File: src/rtl/svc_rv_dcache_arb_pkg.sv
// Shared types and owner encodings for the two-requester data cache arbiter.
package svc_rv_dcache_arb_pkg;

    typedef enum logic [1:0] {
        IDLE,
        WR,
        RD_REQ,
        RD_WAIT
    } arb_state_t;

    localparam logic OWNER_S0 = 1'b0;
    localparam logic OWNER_S1 = 1'b1;

endpackage

File: src/rtl/svc_arb_rr2.sv
// Combinational 2-way grant. Round-robin on last winner by default;
// SVC_RV_DCACHE_ARB_FIXED_PRIO_EN makes requester 0 always win.
module svc_arb_rr2
    import svc_rv_dcache_arb_pkg::*;
(
    input  logic [1:0] i_req,
    input  logic       i_last,
    output logic       o_grant
);

`ifdef SVC_RV_DCACHE_ARB_FIXED_PRIO_EN
    logic w_unused_last;
    assign w_unused_last = i_last;

    always_comb begin
        if (i_req[0]) begin
            o_grant = OWNER_S0;
        end else if (i_req[1]) begin
            o_grant = OWNER_S1;
        end else begin
            o_grant = OWNER_S0;
        end
    end
`else
    always_comb begin
        // On a tie the requester that did not win last time takes the grant.
        if (i_req == 2'b11) begin
            o_grant = ~i_last;
        end else if (i_req[1]) begin
            o_grant = OWNER_S1;
        end else begin
            o_grant = OWNER_S0;
        end
    end
`endif

endmodule

File: src/rtl/svc_rv_dcache_arb.sv
// Shares one data cache rd/wr port between a CPU (s0) and a secondary master (s1).
// Define SVC_RV_DCACHE_ARB_FIXED_PRIO_EN for strict s0 priority instead of round-robin.
module svc_rv_dcache_arb
    import svc_rv_dcache_arb_pkg::*;
#(
    parameter int AW = 32,
    parameter int DW = 32
) (
    input  logic            clk,
    input  logic            rst,

    input  logic            s0_rd_valid,
    output logic            s0_rd_ready,
    input  logic [AW-1:0]   s0_rd_addr,
    output logic [DW-1:0]   s0_rd_data,
    output logic            s0_rd_data_valid,
    input  logic            s0_wr_valid,
    output logic            s0_wr_ready,
    input  logic [AW-1:0]   s0_wr_addr,
    input  logic [DW-1:0]   s0_wr_data,
    input  logic [DW/8-1:0] s0_wr_strb,

    input  logic            s1_rd_valid,
    output logic            s1_rd_ready,
    input  logic [AW-1:0]   s1_rd_addr,
    output logic [DW-1:0]   s1_rd_data,
    output logic            s1_rd_data_valid,
    input  logic            s1_wr_valid,
    output logic            s1_wr_ready,
    input  logic [AW-1:0]   s1_wr_addr,
    input  logic [DW-1:0]   s1_wr_data,
    input  logic [DW/8-1:0] s1_wr_strb,

    output logic            c_rd_valid,
    output logic [AW-1:0]   c_rd_addr,
    input  logic            c_rd_ready,
    input  logic [DW-1:0]   c_rd_data,
    input  logic            c_rd_data_valid,
    output logic            c_wr_valid,
    output logic [AW-1:0]   c_wr_addr,
    output logic [DW-1:0]   c_wr_data,
    output logic [DW/8-1:0] c_wr_strb,
    input  logic            c_wr_ready
);

    arb_state_t r_state;
    logic       r_owner;
    logic       r_last;

    logic [1:0] w_req;
    logic       w_grant;
    logic       w_grant_wr;
    logic       w_wr_ready;
    logic       w_rd_ready;
    logic       w_rd_dv;

    assign w_req      = {s1_wr_valid | s1_rd_valid, s0_wr_valid | s0_rd_valid};
    // Writes win within the granted requester so a store is never overtaken by its load.
    assign w_grant_wr = (w_grant == OWNER_S1) ? s1_wr_valid : s0_wr_valid;

    svc_arb_rr2 u_arb (
        .i_req   (w_req),
        .i_last  (r_last),
        .o_grant (w_grant)
    );

    always_ff @(posedge clk or posedge rst) begin
        if (rst) begin
            r_state <= IDLE;
            r_owner <= OWNER_S0;
            r_last  <= OWNER_S1;
        end else begin
            case (r_state)
                IDLE: begin
                    if (|w_req) begin
                        r_owner <= w_grant;
                        r_last  <= w_grant;
                        r_state <= w_grant_wr ? WR : RD_REQ;
                    end
                end
                WR: if (c_wr_valid && c_wr_ready) r_state <= IDLE;
                RD_REQ: if (c_rd_valid && c_rd_ready) r_state <= RD_WAIT;
                RD_WAIT: if (c_rd_data_valid) r_state <= IDLE;
                default: r_state <= IDLE;
            endcase
        end
    end

    always_comb begin
        c_wr_valid = 1'b0;
        c_wr_addr  = '0;
        c_wr_data  = '0;
        c_wr_strb  = '0;
        c_rd_valid = 1'b0;
        c_rd_addr  = '0;
        w_wr_ready = 1'b0;
        w_rd_ready = 1'b0;
        w_rd_dv    = 1'b0;
        case (r_state)
            WR: begin
                c_wr_valid = (r_owner == OWNER_S1) ? s1_wr_valid : s0_wr_valid;
                c_wr_addr  = (r_owner == OWNER_S1) ? s1_wr_addr  : s0_wr_addr;
                c_wr_data  = (r_owner == OWNER_S1) ? s1_wr_data  : s0_wr_data;
                c_wr_strb  = (r_owner == OWNER_S1) ? s1_wr_strb  : s0_wr_strb;
                w_wr_ready = c_wr_ready;
            end
            RD_REQ: begin
                c_rd_valid = (r_owner == OWNER_S1) ? s1_rd_valid : s0_rd_valid;
                c_rd_addr  = (r_owner == OWNER_S1) ? s1_rd_addr  : s0_rd_addr;
                w_rd_ready = c_rd_ready;
            end
            RD_WAIT: w_rd_dv = c_rd_data_valid;
            default: ;
        endcase
    end

    assign s0_wr_ready      = w_wr_ready & (r_owner == OWNER_S0);
    assign s1_wr_ready      = w_wr_ready & (r_owner == OWNER_S1);
    assign s0_rd_ready      = w_rd_ready & (r_owner == OWNER_S0);
    assign s1_rd_ready      = w_rd_ready & (r_owner == OWNER_S1);
    assign s0_rd_data_valid = w_rd_dv & (r_owner == OWNER_S0);
    assign s1_rd_data_valid = w_rd_dv & (r_owner == OWNER_S1);
    assign s0_rd_data       = c_rd_data;
    assign s1_rd_data       = c_rd_data;

endmodule

File: config.mk
export PLATFORM = sky130hd
export DESIGN_NAME = svc_rv_dcache_arb
export DESIGN_NICKNAME = d
export VERILOG_FILES = /design/src/rtl/svc_rv_dcache_arb_pkg.sv /design/src/rtl/svc_arb_rr2.sv /design/src/rtl/svc_rv_dcache_arb.sv
export SDC_FILE = /design/constraint.sdc
export NUM_CORES = 1
export LEC_CHECK = 0
export ABC_CLOCK_PERIOD_IN_PS = 1600
export BUFFER_PORTS_ARGS = -buffer_cell sky130_fd_sc_hd__buf_2
export CORE_AREA = 4 4 156 158
export CTS_CLUSTER_SIZE = 30
export DETAILED_ROUTE_END_ITERATION = 10
export DIE_AREA = 0 0 160 162
export GPL_ROUTABILITY_DRIVEN = 0
export GPL_TIMING_DRIVEN = 0
export PLACE_DENSITY_LB_ADDON = 0.12
export SLEW_MARGIN = 20
export SYNTH_ARGS = -nofsm -noshare
export SYNTH_HDL_FRONTEND = slang
export SYNTH_SLANG_ARGS = --single-unit
File: constraint.sdc
create_clock -name clk -period 1.6 [get_ports clk]
set_clock_uncertainty 0.05 [all_clocks]
set_input_delay 0.32 -clock clk [delete_from_list [all_inputs] [get_ports clk]]
set_output_delay 0.32 -clock clk [all_outputs]
set_load 0.02 [all_outputs]
==> flow_metrics.env, run 1 <==
export IMPL_status="finished with violations"
export IMPL_violations="setup timing"
export IMPL_critPathMostFrequentCell="buf_6"
export IMPL_vias=3637
export IMPL_fin_area_um2=5450
export IMPL_path_cells="buf_6 > buf_6 > mux2i_4 > nor2_2 > buf_4"
export IMPL_clk_pin_slew_ns=0.03
export IMPL_syn_nets=571
export IMPL_row_count=56
export IMPL_drc_errors=0
export IMPL_finalSetupTns_ns=-21.49
export IMPL_p_leak_nw=3.09
export IMPL_wl_per_cell_um=13.9
export IMPL_yosys_area_top_type_share_pct=42.9
export IMPL_synth_edf_count=0
export IMPL_instances_no_fill=1015
export IMPL_async_reset_ff_share_pct=100
export IMPL_rsz0062_at_grt="true"
export IMPL_ys_seq_area_share_pct=4.35
export IMPL_hp_class="input pin to flop"
export IMPL_p_per_area_nw_per_um2=1560
export IMPL_clockBufferDepth=2
export IMPL_pin_count=413
export IMPL_antenna_found_initial=3
export IMPL_port_buffers=380
export IMPL_crit_required_ns=1.23
export IMPL_syn_area_um2=2330
export IMPL_via_per_inst=3.58
export IMPL_syn_inst=330
export IMPL_path_class="flop to primary output"
export IMPL_numCtsBuffers=3
export IMPL_core_um2=23100
export IMPL_drtIter0Drc=65
export IMPL_grt_pass1_wl_um=19500
export IMPL_syn_avg_cell_area_um2=7.07
export IMPL_layout_drive_gt1_share_pct=76.0
export IMPL_die_y_um=162
export IMPL_fin_crit_ns=1.87
export IMPL_yosysTopAreaCell="mux2i_1"
export IMPL_wirelength_um=14100
export IMPL_fin_ws_ns=-0.266
export IMPL_setup_violations_final=108
export IMPL_antennaDiodeCount=0
export IMPL_grt_max_degree=11
export IMPL_nFillCells=2630
export IMPL_start_util_pct=10.1
export IMPL_drv_slew=0
export IMPL_fmax_mhz=536
export IMPL_area_growth_pct=134
export IMPL_die_area_um2=25900
export IMPL_yosys_warnings=0
export IMPL_start_kind="flop"
export IMPL_firstDrtPassIters=4
export IMPL_maxCapViolCount=0
export IMPL_clkSinkCount=4
export IMPL_synthDistinctLibCells=29
export IMPL_mostFrequentLayoutCells="buf_2 (341), buf_4 (100), mux2i_1 (76)"
export IMPL_yosys_top_cells_area="mux2i_1 (43%), buf_4 (22%), nor2_1 (17%), buf_2 (3.6%), dfrtp_1 (3.2%)"
export IMPL_nNetsFinal=967
export IMPL_ys_flop_type="dfrtp_1"
export IMPL_grt_pass1_vias=3545
export IMPL_ctsHtreeMaxLevel=1
export IMPL_grt_overflow_total=0
export IMPL_hold_violations=0
export IMPL_placed_area_um2=4660
export IMPL_worst_pin_slew_ns=0.292
export IMPL_ant_nets=0
export IMPL_clk_latency_ns=0.22
export IMPL_fp_dieW_um=160
export IMPL_mostFrequentLayoutCell="buf_2"
export IMPL_finalCritPeriodShare_pct=117
export IMPL_root_buffer="clkbuf_16"
export IMPL_dpl_cell_count=1000
export IMPL_irDropWorstVdd_mv=0.487
export IMPL_synth_ff_latch_count=4
export IMPL_worstPathArrival_ns=1.50
export IMPL_cts_tree="yes"
export IMPL_critPathCaptureType="primary output"
export IMPL_grt_usage_pct=9.43
export IMPL_crit_fanout=10
export IMPL_path_buf_inv=3
export IMPL_hpwl_um=12200
export IMPL_r2r_slack_ns=0.07
export IMPL_crit_path_top_delay_cell="dfrtp_1"
export IMPL_path_delay_family="buffers and inverters"
export IMPL_power_mw=8.47
export IMPL_cp_slowest_stage_delay_ns=0.33
export IMPL_relSlewSlack_pct=80.3
==> flip-flops by register name, indices dropped and copies added (netlist names) <==
register  flops
r_owner       1
r_last        1
r_state       2
==> synth_stat cells, types with 2 or more instances <==
library cell	n
nor2_1	104
mux2i_1	100
buf_4	69
buf_2	17
a21oi_1	5
dfrtp_1	3
nand2b_1	3
nor2b_1	3
and2_1	2
and3_1	2
inv_1	2
nor3_1	2
o21ai_0	2
==> final cells by class <==
type / instances / area, um2 / share of cell area (%)
Multi-Input combinational cell: 234 / 1890 / 34.8
Timing Repair Buffer: 392 / 2190 / 40.2
Clock buffer: 4 / 78.8 / 1.45
Tap cell: 290 / 363 / 6.66
Sequential cell: 4 / 103 / 1.88
Inverter: 3 / 13.8 / 0.253
Buffer: 88 / 806 / 14.8
==> logic make-up after synthesis <==
family	after synthesis	synth area share, %
AO/OA/AOI/OAI	12	3.33
flip-flops	4	4.35
multiplexers	103	44.5
buffers and inverters	92	27.3
AND/OR/NAND/NOR	119	20.5
==> what timing repair did <==
action / 4_1_cts / 5_1_grt
setup buffers: 7 / 3
endpoints found under the setup margin: 108 / 109
endpoints found under the hold margin: 3 / 0
hold buffers: 1 / 0
cloned: 0 / 1
pin swaps: 4 / 4
resized for setup: 117 / 48
==> per-layer routing <==
| layer | wire [um] | part of all wire [%] | GRT usage, % | vias to the layer above |
|---|---|---|---|---|
| met3 | 1500 | 11 | 3.50 | 8 |
| met5 | 34 | 0.24 | 0 | - |
| li1 | - | - | - | 1820 |
| met1 | 4670 | 33 | 9.18 | 1580 |
| met2 | 7890 | 56 | 19.7 | 223 |
| met4 | 34 | 0.24 | 0.274 | 6 |
==> per-stage QoR <==
stage / setup slack [ns] / hold WS (ns) / util [%]
floorplan: -0.0888 / 0.0354 / -
global placement: -0.456 / 0.166 / 20.2
detailed placement: -0.476 / 0.166 / 20.2
CTS: -0.315 / 0.381 / 22.6
global route: -0.354 / 0.399 / 23.6
finish: -0.266 / 0.365 / 23.6
==> where the power goes <==
| group | leakage (nW) | internal (mW) | switching, mW |
|---|---|---|---|
| sequential | 0.0457 | 0.167 | 0.0352 |
| clock | 0.0382 | 0.329 | 0.0713 |
| combinational | 3.00 | 3.65 | 4.21 |
==> worst min-delay path, delay by kind of cell <==
| kind | cells | cell delay [ns] |
|---|---|---|
| AO/OA/AOI/OAI | 2 | 0.17 |
| buffers and inverters | 1 | 0.11 |
==> worst paths after layout <==
path,from,endpoint,cells after the start
worst max-delay path,r_owner,c_wr_addr[10],5
worst min-delay path,c_rd_data_valid,r_state[1],3
worst max register to register,r_owner,r_state[0],6
worst min register to register,r_last,r_owner,2
max in group asynchronous,rst,r_last,3
min in group asynchronous,rst,r_state[0],3
No activity file was read; power rests on OpenSTA's default activity.
==> inputs of run 2 (changes only) <==
--- a/config.mk
+++ b/config.mk
@@ -13,7 +13,6 @@
 export DIE_AREA = 0 0 160 162
 export GPL_ROUTABILITY_DRIVEN = 0
 export GPL_TIMING_DRIVEN = 0
-export PLACE_DENSITY_LB_ADDON = 0.12
 export SLEW_MARGIN = 20
 export SYNTH_ARGS = -nofsm -noshare
 export SYNTH_HDL_FRONTEND = slang
==> flow_metrics.env, run 2 (same netlist as run 1, synthesis figures left out) <==
export IMPL_status="finished with violations"
export IMPL_violations="setup timing"
export IMPL_intPower_mw=4.47
export IMPL_fin_ws_ns=-0.325
export IMPL_via_per_inst=3.63
export IMPL_numCtsBuffers=3
export IMPL_fmax_mhz=520
export IMPL_setup_violations_final=108
export IMPL_wirelength_um=14700
export IMPL_grt_overflow_total=0
export IMPL_layout_drive_gt1_share_pct=77.1
export IMPL_ctsHtreeMaxLevel=1
export IMPL_hold_worst_slack_ns=0.354
export IMPL_hp_class="input pin to flop"
export IMPL_vias=3706
export IMPL_hpwl_um=12100
export IMPL_cts_tree="yes"
export IMPL_die_area_um2=25900
export IMPL_min_from="c_rd_data_valid"
export IMPL_ant_nets=0
export IMPL_antenna_found_initial=1
export IMPL_start_util_pct=10.1
export IMPL_clkSinkCount=4
export IMPL_clockBufferDepth=2
export IMPL_r2r_start="r_owner"
export IMPL_regMostFlops="r_state"
export IMPL_critPathCaptureType="primary output"
export IMPL_wl_per_cell_um=14.4
export IMPL_p_seq_share_pct=2.2
export IMPL_irDropWorstVdd_mv=0.904
export IMPL_drc_errors=0
export IMPL_holdPathEnd="r_state[1]"
export IMPL_clk_pin_slew_ns=0.03
export IMPL_crit_fanout=8
export IMPL_rr_endpoint="r_state[0]"
export IMPL_min_path_cells=3
export IMPL_mostFrequentLayoutCell="buf_2"
export IMPL_pin_count=413
export IMPL_rr_worst_depth=6
export IMPL_start_kind="flop"
export IMPL_p_leak_nw=3.12
export IMPL_root_buffer="clkbuf_16"
export IMPL_fin_crit_ns=1.92
export IMPL_maxCapViolCount=0
export IMPL_row_count=56
export IMPL_final_util_pct=24.2
export IMPL_grt_pass1_wl_um=19400
export IMPL_worst_pin_slew_ns=0.293
export IMPL_p_per_area_nw_per_um2=1610
export IMPL_grt_usage_pct=9.33
export IMPL_p_comb_share_pct=93.3
export IMPL_finalSetupTns_ns=-21.31
export IMPL_reg_top3="r_state (2), r_last (1), r_owner (1)"
export IMPL_drv_slew=0
export IMPL_die_y_um=162
export IMPL_fin_area_um2=5600
export IMPL_pwr_share_clk_pct=4.4
export IMPL_area_growth_pct=140
export IMPL_hold_violations=0
export IMPL_drtIter0Drc=99
export IMPL_relSlewSlack_pct=80.4
export IMPL_mostFrequentLayoutCells="buf_2 (332), buf_4 (109), mux2i_1 (73)"
export IMPL_worstPathArrival_ns=1.55
export IMPL_finalCritPeriodShare_pct=120
export IMPL_placed_area_um2=4660
export IMPL_firstDrtPassIters=4
export IMPL_core_um2=23100
export IMPL_fp_dieW_um=160
export IMPL_path_class="flop to primary output"
export IMPL_grt_pass1_vias=3463
export IMPL_p_switching_mw=4.52
export IMPL_r2r_slack_ns=0.04
export IMPL_port_buffers=380
export IMPL_largest_reg_flops=2
export IMPL_crit_required_ns=1.23
export IMPL_grt_max_degree=11
export IMPL_clk_latency_ns=0.22
export IMPL_dp_slack_ns=-0.418
export IMPL_nNetsFinal=972
export IMPL_rsz0062_at_grt="true"
export IMPL_swShare_pct=50.3
run 2: cell count changes in the layout (fill, tap and decap cells not counted), sizes merged:
cell	before	now
buf	474	481
clkbuf	9	7
diode	0	1
run 2: worst max-delay path by stage:
| stage | from | end | slack [ns] | depth (start not counted) |
|---|---|---|---|---|
| floorplan | r_state[1] | c_wr_addr[11] | -0.09 | 5 |
| global placement | r_owner | c_wr_addr[20] | -0.40 | 6 |
| detailed placement | r_owner | c_wr_addr[20] | -0.42 | 6 |
| CTS | r_owner | c_wr_addr[20] | -0.31 | 6 |
| global route | r_owner | c_rd_addr[7] | -0.36 | 6 |
| finish | r_owner | c_rd_addr[30] | -0.32 | 6 |
run 2: final cells by class:
type | instances | area, um2
Timing Repair Buffer | 396 | 2280
Multi-Input combinational cell | 234 | 1920
Sequential cell | 4 | 103
Inverter | 3 | 13.8
Fill cell | 2556 | 17500
Buffer | 89 | 838
Tap cell | 290 | 363
Antenna cell | 1 | 2.50
Clock buffer | 4 | 78.8
run 2: power groups by stage:
stage / Clock, mW / Sequential (mW) / Combinational (mW)
5_1_grt: 0.415 / 0.207 / 8.92
3_3_place_gp: 0 / 0.209 / 6.32
6_report: 0.399 / 0.202 / 8.39
4_1_cts: 0.405 / 0.202 / 7.93
2_1_floorplan: 0 / 0.200 / 4.29
3_5_place_dp: 0 / 0.210 / 6.35
run 2: stage by stage:
stage | power, mW | instances
after CTS | 8.54 | 1016
final | 8.99 | 1021
after floorplan | 4.49 | 330
after global routing | 9.55 | 1021
after detailed placement | 6.56 | 1000
after global placement | 6.53 | 1000
run 2: per-layer routing:
| metal | vias to the layer above | routed length, um | GRT usage (%) |
|---|---|---|---|
| li1 | 1835 | - | - |
| met1 | 1704 | 6230 | 12.9 |
| met2 | 165 | 7530 | 16.3 |
| met3 | 2 | 947 | 1.24 |
| met4 | 0 | 8 | 0.626 |
| met5 | - | 0 | 0 |
run 2: critical path, stage by stage (launching register included):
cell and delay (ns):
dfrtp_1 0.37, buf_8 0.15, clkbuf_16 0.16, buf_6 0.12
mux2i_1 0.13, nor2_1 0.21, buf_4 0.18
run 2: repair_timing:
item,CTS,global route
cloned,2,1
resized for setup,128,60
hold buffers,1,0
buffers inserted,9,3
endpoints found under the hold margin,3,0
endpoints found under the setup margin,108,109
pin swaps,2,4
==> inputs of run 3 (changes only) <==
--- a/config.mk
+++ b/config.mk
@@ -16,4 +16,5 @@
 export SLEW_MARGIN = 20
 export SYNTH_ARGS = -nofsm -noshare
 export SYNTH_HDL_FRONTEND = slang
+export SYNTH_HIERARCHICAL = 1
 export SYNTH_SLANG_ARGS = --single-unit
==> flow_metrics.env, run 3 <==
export IMPL_status="finished with violations"
export IMPL_violations="setup timing"
export IMPL_ys_flop_type="dfrtp_1"
export IMPL_min_path_cells=3
export IMPL_yosysTopAreaCell="mux2i_1"
export IMPL_r2r_start="r_state[0]"
export IMPL_instances_no_fill=1021
export IMPL_clk_pin_slew_ns=0.03
export IMPL_worstPathArrival_ns=1.54
export IMPL_die_area_um2=25900
export IMPL_yosys_top_cells_area="mux2i_1 (44%), buf_4 (21%), nor2_1 (17%), buf_2 (3.7%), dfrtp_1 (3.2%)"
export IMPL_worst_pin_slew_ns=0.246
export IMPL_fin_ws_ns=-0.309
export IMPL_r2r_slack_ns=0
export IMPL_dp_slack_ns=-0.435
export IMPL_drc_errors=0
export IMPL_crit_fanout=9
export IMPL_syn_avg_cell_area_um2=7.11
export IMPL_p_leak_nw=3.20
export IMPL_min_from="c_rd_data_valid"
export IMPL_power_mw=9.34
export IMPL_mostFrequentLayoutCell="buf_2"
export IMPL_yosys_warnings=6
export IMPL_crit_path_top_delay_cell="dfrtp_1"
export IMPL_vias=3712
export IMPL_start_kind="flop"
export IMPL_rr_worst_depth=6
export IMPL_hpwl_um=12400
export IMPL_fin_crit_ns=1.91
export IMPL_area_growth_pct=140
export IMPL_regMostFlops="r_state"
export IMPL_maxCapViolCount=0
export IMPL_nNetsFinal=972
export IMPL_ant_nets=0
export IMPL_layout_drive_gt1_share_pct=72.7
export IMPL_path_cells="buf_12 > bufbuf_16 > buf_4 > mux2i_1 > nor2_1 > buf_4"
export IMPL_via_per_inst=3.64
export IMPL_path_buf_inv=4
export IMPL_path_class="flop to primary output"
export IMPL_cp_slowest_stage_delay_ns=0.38
export IMPL_firstDrtPassIters=4
export IMPL_fp_dieW_um=160
export IMPL_clk_latency_ns=0.23
export IMPL_relSlewSlack_pct=83.5
export IMPL_port_buffers=380
export IMPL_grt_pass1_vias=3763
export IMPL_grt_pass1_wl_um=20300
export IMPL_wl_per_cell_um=14.5
export IMPL_yosysMostFrequentCell="nor2_1"
export IMPL_path_delay_family="buffers and inverters"
export IMPL_root_buffer="clkbuf_16"
export IMPL_yosys_area_top_type_share_pct=43.8
export IMPL_drtIter0Drc=130
export IMPL_grt_usage_pct=9.90
export IMPL_dpl_cell_count=998
export IMPL_hold_violations=0
export IMPL_reg_top3="r_state (2), r_last (1), r_owner (1)"
export IMPL_grt_overflow_total=0
export IMPL_wirelength_um=14800
export IMPL_syn_inst=328
export IMPL_irDropWorstVdd_mv=0.596
export IMPL_synth_top_cells_by_count="nor2_1 (108), mux2i_1 (102), buf_4 (66)"
export IMPL_syn_area_um2=2330
export IMPL_core_um2=23100
export IMPL_row_count=56
export IMPL_start_util_pct=10.1
export IMPL_hp_class="input pin to flop"
export IMPL_p_per_area_nw_per_um2=1670
export IMPL_cp_num_cells=6
export IMPL_syn_nets=569
export IMPL_mostFrequentLayoutCells="buf_2 (320), buf_4 (131), nor2_1 (90)"
export IMPL_async_reset_ff_share_pct=100
export IMPL_fmax_mhz=524
export IMPL_largest_reg_flops=2
export IMPL_synth_edf_count=0
export IMPL_pin_count=413
export IMPL_clockBufferDepth=2
export IMPL_startpoint="r_owner"
export IMPL_synth_ff_latch_count=4
export IMPL_grt_max_degree=11
export IMPL_crit_required_ns=1.23
export IMPL_drv_slew=0
export IMPL_rsz0062_at_grt="true"
export IMPL_finalCritPeriodShare_pct=119
export IMPL_antenna_found_initial=2
export IMPL_critPathMostFrequentCell="buf_4"
export IMPL_setup_violations_final=109
export IMPL_numCtsBuffers=3
export IMPL_clkSinkCount=4
export IMPL_cts_tree="yes"
export IMPL_critPathCaptureType="primary output"
export IMPL_ys_seq_area_share_pct=4.35
export IMPL_die_y_um=162
export IMPL_synthDistinctLibCells=24
export IMPL_ctsHtreeMaxLevel=1
-- run 3: cell types whose count changed in the layout (fill, tap and decap cells not counted), moves of 10 or more --
| cell | delta |
|---|---|
| buf_2 | -12 |
| buf_4 | +22 |
| buf_6 | -10 |
| mux2i_1 | +11 |
| mux2i_2 | -14 |
| nor2_1 | +22 |
| nor2_2 | -25 |
-- run 3: cell type report --
class	instances	area, um2
antenna	1	2.50
buffer	89	861
clock buffer	4	78.8
fill	2526	17500
inverter	4	15.0
multi-input combinational	231	1870
sequential	4	103
tap	290	363
timing repair buffer	398	2300
-- run 3: logic make-up (layout without fill, tap and decap cells) --
| kind of cell | after synthesis | after routing | synth area share (%) |
|---|---|---|---|
| and+or+nand+nor | 120 | 120 | 20.5 |
| AOI/OAI and AO/OA | 6 | 6 | 2.15 |
| buffers and inverters | 93 | 495 | 27.8 |
| DFF | 4 | 4 | 4.35 |
| other | 0 | 1 | 0 |
| muxes | 105 | 105 | 45.2 |
-- run 3: final timing paths --
check	endpoint
min reg2reg	r_last
max reg2reg	r_owner
min in group asynchronous	r_state[0]
min	r_state[1]
max in group asynchronous	r_last
max	c_wr_addr[31]
-- run 3: through the flow --
stage	util, %	hold WS (ns)	cell area [um2]	TNS [ns]
2_1_floorplan	-	0.0354	2330	-0.542
3_3_place_gp	19.9	0.156	4600	-22.88
3_5_place_dp	19.9	0.172	4600	-24.78
4_1_cts	23.0	0.337	5330	-24.39
5_1_grt	24.2	0.365	5590	-29.61
6_report	24.2	0.339	5590	-22.92
-- run 3: what timing repair did --
item                                   CTS  global route
buffers inserted                         8             5
hold buffers                             1             0
pin swaps                                0             1
endpoints found under the hold margin    3             0
cloned                                   2             2
gates resized for setup                144            49
setup endpoints to repair              109           108
-- run 3: worst reg2reg max path: stages (launching register included) --
cell and delay, ns:
dfrtp_1 0.36, buf_6 0.13, buf_6 0.11, buf_4 0.14, buf_4 0.13, a211o_1 0.25
mux2_1 0.32
-- run 3: report_power, final --
group / internal (mW) / switching (mW) / total (mW) / leakage [nW]
combinational: 4.20 / 4.53 / 8.74 / 3.12
clock: 0.330 / 0.0773 / 0.407 / 0.0382
sequential: 0.164 / 0.0310 / 0.195 / 0.0450
-- run 3: per-layer routing --
metal	part of all wire, %	wire length (um)	global-route usage (%)	vias to the layer above
met5	0.18	27	0	-
met4	1.5	229	2.15	4
met3	9.4	1390	2.46	16
met2	54	7970	19.9	250
met1	35	5190	10.2	1614
li1	-	-	-	1828
